## src/rtl/fetch_unit.sv

```systemverilog
// Instruction fetch stage: owns the PC, issues credit-limited word fetches and
// buffers returned words with their PCs in a prefetch FIFO for the decoder.
module fetch_unit #(
    parameter logic [31:0] RESET_PC = 32'h0000_0000,
    parameter int unsigned DEPTH    = 4
) (
    input  logic        clk,
    input  logic        reset,
    output logic        imem_req_valid,
    input  logic        imem_req_ready,
    output logic [31:0] imem_req_addr,
    input  logic        imem_resp_valid,
    input  logic [31:0] imem_resp_data,
    input  logic        redirect_valid,
    input  logic [31:0] redirect_pc,
    output logic        inst_valid,
    input  logic        inst_ready,
    output logic [31:0] inst_data,
    output logic [31:0] inst_pc
);

    localparam int unsigned PTR_W = $clog2(DEPTH);
    localparam int unsigned CNT_W = PTR_W + 1;
    localparam logic [CNT_W:0]   DEPTH_SUM = DEPTH[CNT_W:0];
    localparam logic [CNT_W-1:0] DEPTH_CNT = DEPTH[CNT_W-1:0];

    typedef struct packed {
        logic [31:0] pc;
        logic [31:0] data;
    } entry_t;

    logic [31:0]      fetch_pc_q, fetch_pc_d;
    logic [31:0]      resp_pc_q, resp_pc_d;
    logic [CNT_W-1:0] outstanding_q, outstanding_d;
    logic [CNT_W-1:0] drop_q, drop_d;
    logic [CNT_W-1:0] count_q, count_d;
    logic [PTR_W-1:0] wr_ptr_q, wr_ptr_d;
    logic [PTR_W-1:0] rd_ptr_q, rd_ptr_d;
    entry_t           head_q, head_d;
    entry_t           mem_q [DEPTH];

    logic [31:0]      redirect_tgt;
    logic [CNT_W:0]   in_flight;
    logic [CNT_W-1:0] remaining;
    logic             req_fire;
    logic             push;
    logic             pop;
    entry_t           push_ent;

    assign redirect_tgt = redirect_pc & 32'hFFFF_FFFC;

    // Outstanding requests plus buffered words never exceed DEPTH, so every
    // response is guaranteed a queue slot.
    assign in_flight      = {1'b0, outstanding_q} + {1'b0, count_q};
    assign imem_req_valid = !reset && !redirect_valid && (drop_q == '0)
                            && (in_flight < DEPTH_SUM);
    assign imem_req_addr  = fetch_pc_q;
    assign req_fire       = imem_req_valid && imem_req_ready;

    assign push       = imem_resp_valid && !redirect_valid && (drop_q == '0);
    assign inst_valid = (count_q != '0);
    assign pop        = inst_valid && inst_ready && !redirect_valid;
    assign push_ent   = {resp_pc_q, imem_resp_data};
    assign remaining  = count_q - CNT_W'(pop);

    assign inst_data = head_q.data;
    assign inst_pc   = head_q.pc;

    always_comb begin
        fetch_pc_d    = fetch_pc_q;
        resp_pc_d     = resp_pc_q;
        drop_d        = drop_q;
        count_d       = count_q;
        wr_ptr_d      = wr_ptr_q;
        rd_ptr_d      = rd_ptr_q;
        head_d        = head_q;
        outstanding_d = outstanding_q + CNT_W'(req_fire) - CNT_W'(imem_resp_valid);

        if (req_fire) begin
            fetch_pc_d = fetch_pc_q + 32'd4;
        end

        if (redirect_valid) begin
            // Everything accepted before this cycle is stale; the response
            // arriving now is discarded here, the rest via drop.
            fetch_pc_d = redirect_tgt;
            resp_pc_d  = redirect_tgt;
            drop_d     = outstanding_q - CNT_W'(imem_resp_valid);
            count_d    = '0;
            wr_ptr_d   = '0;
            rd_ptr_d   = '0;
        end else begin
            if (imem_resp_valid && (drop_q != '0)) begin
                drop_d = drop_q - CNT_W'(1);
            end
            if (push) begin
                resp_pc_d = resp_pc_q + 32'd4;
                wr_ptr_d  = wr_ptr_q + PTR_W'(1);
            end
            if (pop) begin
                rd_ptr_d = rd_ptr_q + PTR_W'(1);
            end
            count_d = remaining + CNT_W'(push);
            // Head register: the word being pushed if it lands in an empty
            // queue, otherwise the stored entry at the new read pointer.
            if (count_d != '0) begin
                head_d = (remaining == '0) ? push_ent : mem_q[rd_ptr_d];
            end
        end
    end

    always_ff @(posedge clk or posedge reset) begin
        if (reset) begin
            fetch_pc_q    <= RESET_PC;
            resp_pc_q     <= RESET_PC;
            outstanding_q <= '0;
            drop_q        <= '0;
            count_q       <= '0;
            wr_ptr_q      <= '0;
            rd_ptr_q      <= '0;
            head_q        <= '0;
        end else begin
            fetch_pc_q    <= fetch_pc_d;
            resp_pc_q     <= resp_pc_d;
            outstanding_q <= outstanding_d;
            drop_q        <= drop_d;
            count_q       <= count_d;
            wr_ptr_q      <= wr_ptr_d;
            rd_ptr_q      <= rd_ptr_d;
            head_q        <= head_d;
        end
    end

    always_ff @(posedge clk) begin
        if (push) begin
            mem_q[wr_ptr_q] <= push_ent;
        end
    end

    a_resp_has_request: assert property (@(posedge clk) disable iff (reset)
        imem_resp_valid |-> (outstanding_q != '0));

    a_no_overflow: assert property (@(posedge clk) disable iff (reset)
        push |-> ((count_q != DEPTH_CNT) || pop));

endmodule

```

## config.mk

```make
export PLATFORM = sky130hd
export DESIGN_NAME = fetch_unit
export DESIGN_NICKNAME = d
export VERILOG_FILES = /design/src/rtl/fetch_unit.sv
export SDC_FILE = /design/constraint.sdc
export NUM_CORES = 1
export LEC_CHECK = 0
export CORE_MARGIN = 3
export CORE_UTILIZATION = 50
export CTS_BUF_LIST = sky130_fd_sc_hd__clkbuf_8 sky130_fd_sc_hd__clkbuf_16
export DETAILED_ROUTE_END_ITERATION = 7
export GPL_ROUTABILITY_DRIVEN = 0
export MAX_ROUTING_LAYER = met4
export PLACE_DENSITY = 0.71
export SYNTH_ARGS = -nofsm -noshare
export SYNTH_HDL_FRONTEND = slang
export SYNTH_SLANG_ARGS = --single-unit
```

## constraint.sdc

```tcl
create_clock -name clk -period 11.1 [get_ports clk]
set_clock_uncertainty 0.15 [all_clocks]
set_input_delay 2.22 -clock clk [delete_from_list [all_inputs] [get_ports clk]]
set_output_delay 2.22 -clock clk [all_outputs]
set_load 0.01 [all_outputs]
```

After elaboration in Yosys (flattened, before gate mapping)
Memory sizes are Yosys's and may differ from the RTL's.
Cells that the tools add are included.
{ "totals": {"memories": 1, "out_inout_bits": 98, "ram_bits": 256, "ff_bits": 141, "inputBits": 70} }
{ "classes": {"bitwise_logic": 1, "order_cmp": 1, "n_reduce_logical": 20, "addsub": 11, "mux": 15} }
{ "mem_list": {"columns": ["name", "depth", "width", "read_ports", "rd_ports_with_merged_regs", "wr", "line_no", "rtl"], "rows": [
  ["mem_q", 4, 64, 1, 0, 1, "40", "entry_t mem_q [DEPTH];"]
]} }
{ "op_table": {"columns": ["operator", "count"], "rows": [
  ["32-bit two-way mux", 4],
  ["32-bit by 3-bit adder with 32-bit output (second input constant)", 2],
  ["64-bit two-way mux", 1],
  ["2-bit two-way mux", 5],
  ["1-bit logical AND", 9],
  ["3-bit two-way mux", 3],
  ["3-bit nonzero test", 3],
  ["3-bit by 1-bit subtractor with 3-bit output", 3],
  ["3-bit by 1-bit adder with 3-bit output", 2],
  ["3-bit zero test", 2],
  ["2-bit nonzero test", 3],
  ["2-bit by 1-bit adder with 2-bit output (second input constant)", 2],
  ["3-bit by 3-bit adder with 4-bit output", 1],
  ["4-bit by 3-bit < comparator with 1-bit output (second input constant)", 1],
  ["3-bit by 1-bit subtractor with 3-bit output (second input constant)", 1],
  ["1-bit zero test", 2],
  ["1-bit two-way mux", 2],
  ["2-bit AND reduction", 1],
  ["1-bit NOT", 1]
]} }

Logic depth before layout (Yosys ltp)
{ "depth": {"depth_word": 7, "depth_mapped": 15} }

Worst setup path before layout
OpenSTA, ideal clock, no wires.
{ "synth_path": {"kind": "in2out", "startpoint": "in redirect_valid", "endpoint": "out imem_req_valid", "arrival_time_ps": 3265, "cell_stages": 3, "t_required_ps": 8730, "setup_slack_ps": 5465, "cell_sequence": "or4_4 -> or2_2 -> nor2b_1"} }
{ "synth_between": {"elab_chain_cells": 4} }
{ "synth_rtl": {"columns": ["item", "line_no", "rtl"], "rows": [
  ["start, declared", "14", "input logic redirect_valid,"],
  ["1-bit zero test", "55", "assign imem_req_valid = !reset && !redirect_valid && (drop_q == '0)"],
  ["1-bit logical AND (2 in series)", "55", null],
  ["1-bit logical AND", "56", "&& (in_flight < DEPTH_SUM);"],
  ["end, declared", "9", "output logic imem_req_valid,"]
]} }
No other way between the ends.

Worst setup path in the final report
Ends and elaborated chain as after synthesis.

==> results.py <==
metrics = {
    "outcome": {
        "status": "finished clean",
    },
    "drt": {
        "routedWlPerCell_um": 23.1,
        "drt_wl_total_um": 52400,
        "drtPass1Iterations": 5,
        "viasPerCell": 6.43,
        "drc": 0,
        "drtIter0Drc": 1298,
        "vias": 14582,
        "final_antenna_net_count": 0,
    },
    "global_routing": {
        "grt_max_degree": 115,
        "grt_pass1_wl_um": 82300,
        "grt_antenna_before_repair": 0,
        "grt_overflow": 0,
        "grt_pass1_vias": 15004,
        "grtUsageTotal": 0.258,
    },
    "sta": {
        "fin_crit_ns": 6.85,
        "worst_slew_pin_slew_ns": 1.24,
        "finalHoldWorstSlack_ns": 0.351,
        "finalSetupViolCount": 0,
        "clock.fmax_mhz": 146,
        "finalCritPeriodShare": 0.617,
        "rsz0062_at_grt": "false",
        "timing_max_transition_violations_final": 0,
        "hold_violations": 0,
        "setup-tns-final_ns": 0,
        "slew_headroom": 0.175,
    },
    "placed_design": {
        "portBuffers": 161,
        "post-dp-hpwl_um": 28400,
    },
    "logic_synthesis": {
        "synth_ff_type": "edfxtp_1",
        "synth.area.top_cells": "edfxtp_1, dfrtp_1, mux2i_1",
        "avgSynthCellArea_um2": 11.7,
        "async_reset_ff_frac": 0.352,
        "synth.ff_latch_count": 383,
        "synth_top_cells_by_count": "edfxtp_1, a21oi_1, dfrtp_1, nor4_1, mux2i_1",
        "synth.distinct_cells": 55,
        "synth_top_area_frac": 0.386,
        "ys_seq_area_frac": 0.561,
        "synthAdderAreaFrac": 0.0127,
        "yosys.area_share.xor_xnor": 0.0200,
        "synth.largest_area_cell": "edfxtp_1",
        "synth_compound_area_frac": 0.132,
        "synth_edf_count": 248,
        "yosysMostFrequentCell": "edfxtp_1",
        "synth.area.mux_share": 0.111,
        "synth_simple_gate_area_frac": 0.127,
        "synthesis.area_um2": 19300,
        "netlist_instances": 1650,
        "synth_top_family_by_area": "compound AO/OA/AOI/OAI gates",
        "ys_warn_count": 0,
    },
    "power_and_ir_drop": {
        "p_seq_frac": 0.402,
        "p_int_w": 0.00315,
        "p_per_area_nw_per_um2": 208,
        "peakVddDrop_mv": 0.144,
        "power_frac_clock": 0.291,
        "p_sw_w": 0.00153,
        "p_leak_nw": 7.25,
        "sw_frac_of_total": 0.328,
        "pwr-share-comb": 0.307,
    },
    "final_layout": {
        "drive_gt1_frac": 0.108,
        "area_growth_pct": 16.9,
        "layout.area.seq_um2": 10800,
        "n_fill_cell": 3071,
        "fin_nets": 1813,
        "diodes": 0,
        "multi_input_area_um2": 7840,
    },
    "worst_setup_path": {
        "critical_path_required_ns": 8.73,
        "cp-end-kind": "primary output",
        "worstSetupPathType": "in2out",
        "worstPathCellList": "clkdlybuf4s50_1, buf_4, or4_4, or2_2, nor2b_1, clkdlybuf4s50_1",
        "path_common_cell": "clkdlybuf4s50_1",
        "worstSetupStartpointType": "primary input",
        "max_stage_delay_ns": 0.61,
        "worstPathArrival_ns": 4.48,
        "path_max_fanout": 40,
        "slowest_stage": "or4_4",
    },
    "floorplan": {
        "die_w_um": 202,
        "rows": 71,
        "die_h_um": 202,
        "core_um2": 37800,
        "die_area_um2": 41000,
        "io_pins": 168,
        "start_util": 0.510,
    },
    "cts": {
        "numCtsBuffers": 42,
        "cts-resized-gates": 0,
        "cts_max_level": 2,
        "clk_latency_ns": 0.53,
        "clock-root-buffer": "clkbuf_16",
        "clkSinkCount": 383,
        "post-cts-setup-buffer-count": 0,
        "clkSlewWorstSetupHoldPaths_ns": 0.06,
        "cts_buffer_depth": 3,
        "tritoncts": "done",
        "ctsHoldBuffers": 0,
    },
    "job": {
        "drv_cap": 0,
    },
    "hold_path": {
        "min_path_type": "reg2reg",
    },
}
critical path, delay by kind of cell:
kind                   cells  cell delay [ns]
AND/OR/NAND/NOR            3             1.05
buffers and inverters      3             1.21
power groups by stage:
stage / Sequential (W) / Combinational [W] / Clock, W
after floorplan: 0.00190 / 0.000801 / 0
after global placement: 0.00190 / 0.00140 / 0
after detailed placement: 0.00191 / 0.00143 / 0
after CTS: 0.00188 / 0.00144 / 0.00138
after global routing: 0.00190 / 0.00156 / 0.00144
final: 0.00188 / 0.00144 / 0.00136
cells by family after synthesis:
family                   Yosys count
AND/OR/NAND/NOR                  431
AO/OA/AOI/OAI                    385
flip-flops                       383
multiplexers                     204
buffers and inverters            183
XOR/XNOR                          44
adder cells (fa/ha/maj)           19
other                              1
final cells by class:
cell class,instances,area share
clock buffer,50,0.0530
clock inverter,27,0.00755
inverter,30,0.00522
multi-input combinational,1087,0.348
sequential,383,0.480
tap,511,0.0284
timing repair buffer,180,0.0778
worst paths after layout:
kind / from / endpoint / slack [ns] / cells past startpoint
worst max register to register: count_q[2]$_DFF_PP0_ / inst_pc[19]$_DFFE_PP0P_ / 6.68 / 13
worst max-delay path: redirect_valid / imem_req_valid / 4.25 / 6
max in group asynchronous: reset / rd_ptr_q[1]$_DFF_PP0_ / 7.12 / 3
worst min-delay path: inst_data[10]$_DFFE_PP0P_ / inst_data[10]$_DFFE_PP0P_ / 0.35 / 2
min in group asynchronous: reset / imem_req_addr[15]$_DFFE_PP0P_ / 2.07 / 2
worst min register to register: inst_data[10]$_DFFE_PP0P_ / inst_data[10]$_DFFE_PP0P_ / 0.35 / 2
metrics by stage:
stage	instances	instance area, um2	worst slack (ns)	total power [W]	util
2_1_floorplan	1653	19300	5.12	0.00270	-
3_3_place_gp	2191	21200	4.25	0.00330	0.560
3_5_place_dp	2191	21200	4.23	0.00334	0.560
4_1_cts	2268	22600	4.24	0.00471	0.596
5_1_grt	2268	22600	4.18	0.00490	0.596
6_report	2268	22600	4.25	0.00468	0.596
routing by layer:
layer	global-route usage	share of wire
met1	0.338	0.42
met2	0.418	0.48
met3	0.0353	0.077
met4	0.0869	0.027
met5	-	0
sequential cells by signal (all words and copies together) (netlist names):
name	cells
count_q	3
wr_ptr_q	2
resp_pc_q	30
outstanding_q	3
mem_q	248
imem_req_addr	30
inst_pc	30
inst_data	32
drop_q	3
rd_ptr_q	2
cells in the final DEF, fill, tap and decap left out, types with 15 or more instances in the layout:
cell type,instances
and2_1,59
edfxtp_1,248
mux2_2,80
nor2_1,90
nand3_1,23
o311ai_0,60
buf_4,19
xnor2_1,32
mux2i_1,124
nand2_1,24
nor4_1,129
a21oi_1,137
o21ai_0,69
ha_1,18
o31a_1,15
clkdlybuf4s50_1,161
clkbuf_16,45
inv_1,36
dfrtp_1,133
nor3_1,23
nand4_1,19
o221ai_1,60
Note: power is estimated with default switching activity, not from simulation.
